File: src/rtl/rrc_pkg.sv
// Shared types and constants for the rrc ReRAM controller and its bank sequencer.
package rrc_pkg;

  typedef enum logic [1:0] {
    RR_READ  = 2'd0,
    RR_SET   = 2'd1,
    RR_RESET = 2'd2,
    RR_RSVD  = 2'd3
  } rr_op_e;

  typedef enum logic [2:0] {
    IDLE,
    SETUP,
    PULSE,
    WAIT,
    RESP
  } rr_seq_state_e;

  localparam int unsigned RR_NAP_IDLE = 256;
  localparam int unsigned RR_NAP_WAKE = 4;

  function automatic int unsigned rr_max3(input int unsigned a, input int unsigned b,
                                          input int unsigned c);
    int unsigned m;
    m = (a > b) ? a : b;
    return (m > c) ? m : c;
  endfunction

endpackage

File: src/rtl/rram_seq_timer.sv
// Loadable down-counter used for every sequencer phase; saturates at zero.
module rram_seq_timer #(
  parameter int unsigned TW = 8
) (
  input  logic          clk,
  input  logic          rst,
  input  logic          load,
  input  logic [TW-1:0] value,
  output logic          zero
);

  logic [TW-1:0] count;

  always_ff @(posedge clk) begin
    if (rst) begin
      count <= '0;
    end else if (load) begin
      count <= value;
    end else if (count != '0) begin
      count <= count - TW'(1);
    end
  end

  assign zero = (count == '0);

endmodule

File: src/rtl/rram_bank_seq.sv
// Multi-bank ReRAM access sequencer: one request at a time, SETUP/PULSE/WAIT/RESP timing.
// Optional per-bank nap with wake-up delay is enabled by defining RRAM_SEQ_NAP_EN.
module rram_bank_seq
  import rrc_pkg::*;
#(
  parameter int unsigned NBANK   = 2,
  parameter int unsigned XW      = 10,
  parameter int unsigned YW      = 6,
  parameter int unsigned DW      = 144,
  parameter int unsigned T_SETUP = 3,
  parameter int unsigned T_PULSE = 8,
  parameter int unsigned T_RDTO  = 64,
  localparam int unsigned BW     = (NBANK > 1) ? $clog2(NBANK) : 1
) (
  input  logic                clk,
  input  logic                rst,
  input  logic                req_valid,
  output logic                req_ready,
  input  logic [1:0]          req_op,
  input  logic [BW-1:0]       req_bank,
  input  logic [XW-1:0]       req_xadr,
  input  logic [YW-1:0]       req_yadr,
  input  logic [DW-1:0]       req_din,
  output logic                rsp_valid,
  output logic [DW-1:0]       rsp_data,
  output logic                rsp_err,
  output logic [NBANK-1:0]    mac_ce,
  output logic [NBANK-1:0]    mac_xe,
  output logic [NBANK-1:0]    mac_ye,
  output logic [NBANK-1:0]    mac_ae,
  output logic [NBANK-1:0]    mac_read,
  output logic [NBANK-1:0]    mac_set,
  output logic [NBANK-1:0]    mac_reset,
  output logic [XW-1:0]       mac_xadr,
  output logic [YW-1:0]       mac_yadr,
  output logic [DW-1:0]       mac_din,
  input  logic [NBANK-1:0]    mac_rdone,
  input  logic [NBANK*DW-1:0] mac_dout,
  output logic [NBANK-1:0]    mac_nap
);

  localparam int unsigned TMAX = rr_max3(T_SETUP + RR_NAP_WAKE, T_PULSE, T_RDTO);
  localparam int unsigned TW   = $clog2(TMAX + 1);

  rr_seq_state_e state, state_next;
  rr_op_e        op_q;
  logic          err_q;
  logic          rsp_err_q;
  logic [NBANK-1:0] sel_q;
  logic [DW-1:0] data_q;
  logic [XW-1:0] xadr_q;
  logic [YW-1:0] yadr_q;
  logic [DW-1:0] din_q;

  logic          accept;
  logic          req_bad;
  logic [NBANK-1:0] req_sel;
  logic          wake;
  logic          rdone_hit;
  logic [DW-1:0] dout_sel;
  logic          tmr_load;
  logic [TW-1:0] tmr_value;
  logic          tmr_zero;

  assign req_ready = (state == IDLE) && !rst;
  assign accept    = req_valid && req_ready;
  assign req_bad   = (rr_op_e'(req_op) == RR_RSVD) || (32'(req_bank) >= NBANK);

  // One-hot bank selects; an illegal request selects nothing so no pin can move.
  always_comb begin
    req_sel  = '0;
    dout_sel = '0;
    for (int unsigned b = 0; b < NBANK; b++) begin
      req_sel[b] = !req_bad && (32'(req_bank) == b);
      if (sel_q[b]) dout_sel = dout_sel | mac_dout[b*DW +: DW];
    end
  end

  assign rdone_hit = |(mac_rdone & sel_q);

  always_comb begin
    state_next = state;
    tmr_value  = '0;
    mac_ce     = '0;
    mac_xe     = '0;
    mac_ye     = '0;
    mac_ae     = '0;
    mac_read   = '0;
    mac_set    = '0;
    mac_reset  = '0;
    case (state)
      IDLE: begin
        if (accept) begin
          state_next = SETUP;
          tmr_value  = TW'(T_SETUP - 1) + (wake ? TW'(RR_NAP_WAKE) : '0);
        end
      end
      SETUP: begin
        mac_ce = sel_q;
        mac_xe = sel_q;
        mac_ye = sel_q;
        // Illegal requests spend one inert SETUP cycle, then report the error.
        if (err_q) begin
          state_next = RESP;
        end else if (tmr_zero) begin
          state_next = PULSE;
          tmr_value  = (op_q == RR_READ) ? '0 : TW'(T_PULSE - 1);
        end
      end
      PULSE: begin
        mac_ce = sel_q;
        mac_xe = sel_q;
        mac_ye = sel_q;
        case (op_q)
          RR_READ: begin
            mac_read = sel_q;
            mac_ae   = sel_q;
          end
          RR_SET:   mac_set   = sel_q;
          RR_RESET: mac_reset = sel_q;
          default:  ;
        endcase
        if (tmr_zero) begin
          state_next = WAIT;
          tmr_value  = TW'(T_RDTO - 1);
        end
      end
      WAIT: begin
        mac_ce = sel_q;
        mac_xe = sel_q;
        mac_ye = sel_q;
        if (op_q == RR_READ) mac_read = sel_q;
        if (rdone_hit || tmr_zero) state_next = RESP;
      end
      RESP:    state_next = IDLE;
      default: state_next = IDLE;
    endcase
  end

  assign tmr_load = (state_next != state);

  rram_seq_timer #(.TW(TW)) u_timer (
    .clk   (clk),
    .rst   (rst),
    .load  (tmr_load),
    .value (tmr_value),
    .zero  (tmr_zero)
  );

  always_ff @(posedge clk) begin
    if (rst) begin
      state     <= IDLE;
      op_q      <= RR_READ;
      err_q     <= 1'b0;
      rsp_err_q <= 1'b0;
      sel_q     <= '0;
      data_q    <= '0;
      xadr_q    <= '0;
      yadr_q    <= '0;
      din_q     <= '0;
    end else begin
      state <= state_next;
      if (accept) begin
        op_q      <= rr_op_e'(req_op);
        err_q     <= req_bad;
        rsp_err_q <= req_bad;
        sel_q     <= req_sel;
        data_q    <= '0;
        if (!req_bad) begin
          xadr_q <= req_xadr;
          yadr_q <= req_yadr;
          din_q  <= req_din;
        end
      end
      if (state == WAIT) begin
        if (rdone_hit) begin
          if (op_q == RR_READ) data_q <= dout_sel;
        end else if (tmr_zero) begin
          rsp_err_q <= 1'b1;
        end
      end
    end
  end

  assign rsp_valid = (state == RESP);
  assign rsp_err   = rsp_valid && rsp_err_q;
  assign rsp_data  = rsp_valid ? data_q : '0;
  assign mac_xadr  = xadr_q;
  assign mac_yadr  = yadr_q;
  assign mac_din   = din_q;

`ifdef RRAM_SEQ_NAP_EN
  logic [NBANK-1:0] nap_q;
  logic [NBANK-1:0] busy;
  logic [8:0]       idle_cnt [NBANK];

  // A bank is busy from its accept until the end of RESP; idle counting restarts afterwards.
  assign busy = (accept ? req_sel : '0) | ((state != IDLE) ? sel_q : '0);
  assign wake = accept && |(req_sel & nap_q);

  always_ff @(posedge clk) begin
    if (rst) begin
      nap_q <= '0;
      for (int unsigned b = 0; b < NBANK; b++) idle_cnt[b] <= '0;
    end else begin
      for (int unsigned b = 0; b < NBANK; b++) begin
        if (busy[b]) begin
          idle_cnt[b] <= '0;
          nap_q[b]    <= 1'b0;
        end else if (idle_cnt[b] != 9'(RR_NAP_IDLE)) begin
          idle_cnt[b] <= idle_cnt[b] + 9'd1;
          if (idle_cnt[b] == 9'(RR_NAP_IDLE - 1)) nap_q[b] <= 1'b1;
        end
      end
    end
  end

  assign mac_nap = nap_q;
`else
  assign wake    = 1'b0;
  assign mac_nap = '0;
`endif

endmodule

File: config.mk
export PLATFORM = sky130hd
export DESIGN_NAME = rram_bank_seq
export DESIGN_NICKNAME = d
export VERILOG_FILES = /design/src/rtl/rrc_pkg.sv /design/src/rtl/rram_seq_timer.sv /design/src/rtl/rram_bank_seq.sv
export SDC_FILE = /design/constraint.sdc
export NUM_CORES = 1
export LEC_CHECK = 0
export ABC_AREA = 0
export ABC_CLOCK_PERIOD_IN_PS = 2900
export BUFFER_PORTS_ARGS = -buffer_cell sky130_fd_sc_hd__buf_2
export CORE_AREA = 2 2 304 306
export DETAILED_ROUTE_END_ITERATION = 7
export DIE_AREA = 0 0 306 308
export SYNTH_ARGS = -nofsm -noshare
export SYNTH_HDL_FRONTEND = slang
export SYNTH_SLANG_ARGS = --single-unit
File: constraint.sdc
create_clock -name clk -period 2.9 [get_ports clk]
set_clock_uncertainty 0.15 [all_clocks]
set_input_delay 0.87 -clock clk [delete_from_list [all_inputs] [get_ports clk]]
set_output_delay 0.87 -clock clk [all_outputs]
set_load 0.005 [all_outputs]
==> results.toml <==
[logic_synthesis]
ys_types = 44
ys_seq_area_share_pct = 45.8
synth_top_area_share_pct = 45.8
synth-edff-count = 0
yosysMostFrequentCell = "nand2_1"
syn_area_sq_um = 14000
synth_warnings = 0
yosys.area.top_type = "dfxtp_1"
synthTopCellsByArea = "dfxtp_1 46%, nand2_1 13%, a21oi_1 11%"
synth-main-ff-cell = "dfxtp_1"
ys_ff_latch = 320
syn_inst = 1815
syn_avg_cell_area_sq_um = 7.70
async_flop_share_pct = 0
ys_top_cells_by_count = "475 x nand2_1, 320 x dfxtp_1, 310 x a21oi_1"

[sta]
relSlewSlack_pct = 29.0
final.min_clock_period_ns = 2.82
setup_viol = 0
fmax_ghz = 0.355
hold_viol = 0
min_period_over_period_pct = 97.3
finalSetupTns_ns = 0
worst_pin_slew_ns = 1.07
rsz0062_at_grt = "yes"
drv_slew = 0

[cells_and_area]
final_cells = 3738
design_area_sq_um = 21000
syn_to_final_growth_pct = 50.2
final_nets = 2975
drive_gt1_share_pct = 37.3

[setup_path]
critPathKind = "flop to output port"
r2r_end = "mac_din[120]"
r2r_slack_ns = 0.53
worstPathRequired_ns = 1.88
start_kind = "flop"
ff2ff_path_depth = 8
cp_max_fo = 19
worst_ep_arrival_time_ns = 1.80
r2r-start = "state[0]"
worstSetupEndpointType = "output port"

[placed_design]
hpwl_microns = 44900
place_congestion = 0.818
dpl_cell_area_sq_um = 19200
place_inst = 3638
port-buffer-count = 776

[route]
drtIter0Drc = 944
wl_per_cell_microns = 17.1
drc = 0
viasPerCell = 4.19
drt_pass1_iterations = 5
totalWireLength_microns = 63800
ant_nets = 0
num_vias = 15662

[pwr]
p_sw_share_pct = 28.3
ir_drop_uv = 366
pwr-share-clk_pct = 42.9
power_density_nw_per_um2 = 575
seq_power_share_pct = 38.8
p_leak_uw = 0.00960
switching_power_uw = 3420
p_int_uw = 8640
pwr-share-comb_pct = 18.2

[worst_hold_path]
holdPathStages = 2
min_from = "mac_din[126]"
hold_class = "flop to flop"
hold_end = "mac_din[126]"

[clocking]
cts_hold_buf = 0
cts_made_buffers = 40
htreeDepth = 2
cts_tree = "done"
clock-sinks = 320
cts_buffer_depth = 3
root_buffer = "clkbuf_16"
clkTransAtPathRegs_ns = 0.05
clkLatencyLatePin_ns = 0.56

[global_route]
grt_pass1_vias = 14811
antenna_found_initial = 6
grt_remaining_overflow = 0
grt_max_degree = 164
grt.total_usage_pct = 12.6
grt_pass1_wl_microns = 90800

[status]
outcome = "complete, no violations"

[floorplanning]
die-area_sq_um = 94200
coreArea_sq_um = 91000
rows = 111
die_w_microns = 306
die_y_microns = 308
io_pins = 779
start_util_pct = 15.4

[flow_run]
cap_viol_max_count = 0
[worst max-delay path by stage]
stage                   from             to  slack, ns  cells after the start
finish              state[1]  rsp_data[108]       0.08                      6
global route        state[1]  rsp_data[111]      -0.03                      6
CTS                 state[1]   rsp_data[94]      -0.07                      6
detailed placement       rst      req_ready       0.29                      4
global placement         rst      req_ready       0.28                      4
floorplan           state[0]  rsp_data[100]       0.46                      5
[logic make-up after synthesis]
| family | Yosys count | synth area share, % |
|---|---|---|
| other | 1 | 0.0268 |
| xor gates and xnor gates | 4 | 0.251 |
| adders and majority gates | 1 | 0.0895 |
| buffers and inverters | 198 | 5.94 |
| and+or+nand+nor | 813 | 26.5 |
| AOI/OAI and AO/OA | 478 | 21.4 |
| DFF | 320 | 45.8 |
[per-layer routing]
layer	part of all wire (%)	wire, microns	global-route usage (%)
met4	3.1	1970	4.65
met3	8.5	5450	4.10
met2	46	29600	20.8
met5	0.075	48	0
met1	42	26700	15.4
[through the flow]
stage               hold slack [ns]  setup WS (ns)  util [%]  power (uW)
finish                        0.298         0.0794      23.1       12100
CTS                           0.301        -0.0678      23.0       12300
global placement              0.288          0.281      21.1        6710
floorplan                     0.294          0.464         -        5750
global route                  0.319        -0.0294      23.1       12700
detailed placement            0.293          0.292      21.1        6700
[layout make-up]
type / instances / area, sq um
repair buffers: 852 / 4810
flip-flops and latches: 320 / 6420
diodes: 5 / 12.5
well taps: 1186 / 1480
inverters: 6 / 30.0
clock inverters: 14 / 203
fillers: 10181 / 70000
clock buffers: 57 / 1140
multi-input cells: 1298 / 6880
[registers in the layout, indices dropped and copies added, names as in the netlist, 2 cells and up]
name,flops
data_q,144
mac_din,144
mac_xadr,10
mac_yadr,6
op_q,2
sel_q,2
state,3
u_timer.count,7
[placed cells by master (no fill, tap or decap), drive strengths merged, types with 5 or more instances in the layout]
cell type / Yosys / layout
nor2: 16 / 16
and3: 148 / 148
a22o: 144 / 144
buf: 50 / 851
clkbuf: 142 / 57
dfxtp: 320 / 320
nor3: 5 / 5
inv: 6 / 7
nand2: 475 / 475
clkinv: 0 / 6
diode: 0 / 5
a21oi: 310 / 310
nand3: 149 / 149
[critical path: stages, from the launching register on]
cell and delay, ns:
dfxtp_4 0.36, nor2_4 0.13, buf_6 0.14, buf_12 0.14, buf_16 0.15, and3_1 0.16
buf_2 0.13
[power by group through the flow]
stage / Clock (uW) / Combinational (uW) / Sequential (uW)
after floorplan: 0 / 974 / 4780
after global placement: 0 / 1930 / 4780
after detailed placement: 0 / 1920 / 4780
after CTS: 5380 / 2250 / 4680
after global routing: 5560 / 2410 / 4700
final: 5180 / 2200 / 4680
[what timing repair did]
| item | 4_1_cts | 5_1_grt |
|---|---|---|
| gates cloned | 6 | 0 |
| pin swaps | 1 | 2 |
| buffers inserted | 14 | 6 |
| gates resized for setup | 23 | 22 |
| endpoints found under the setup margin | 82 | 99 |
No activity file was read; power rests on OpenSTA's default activity.
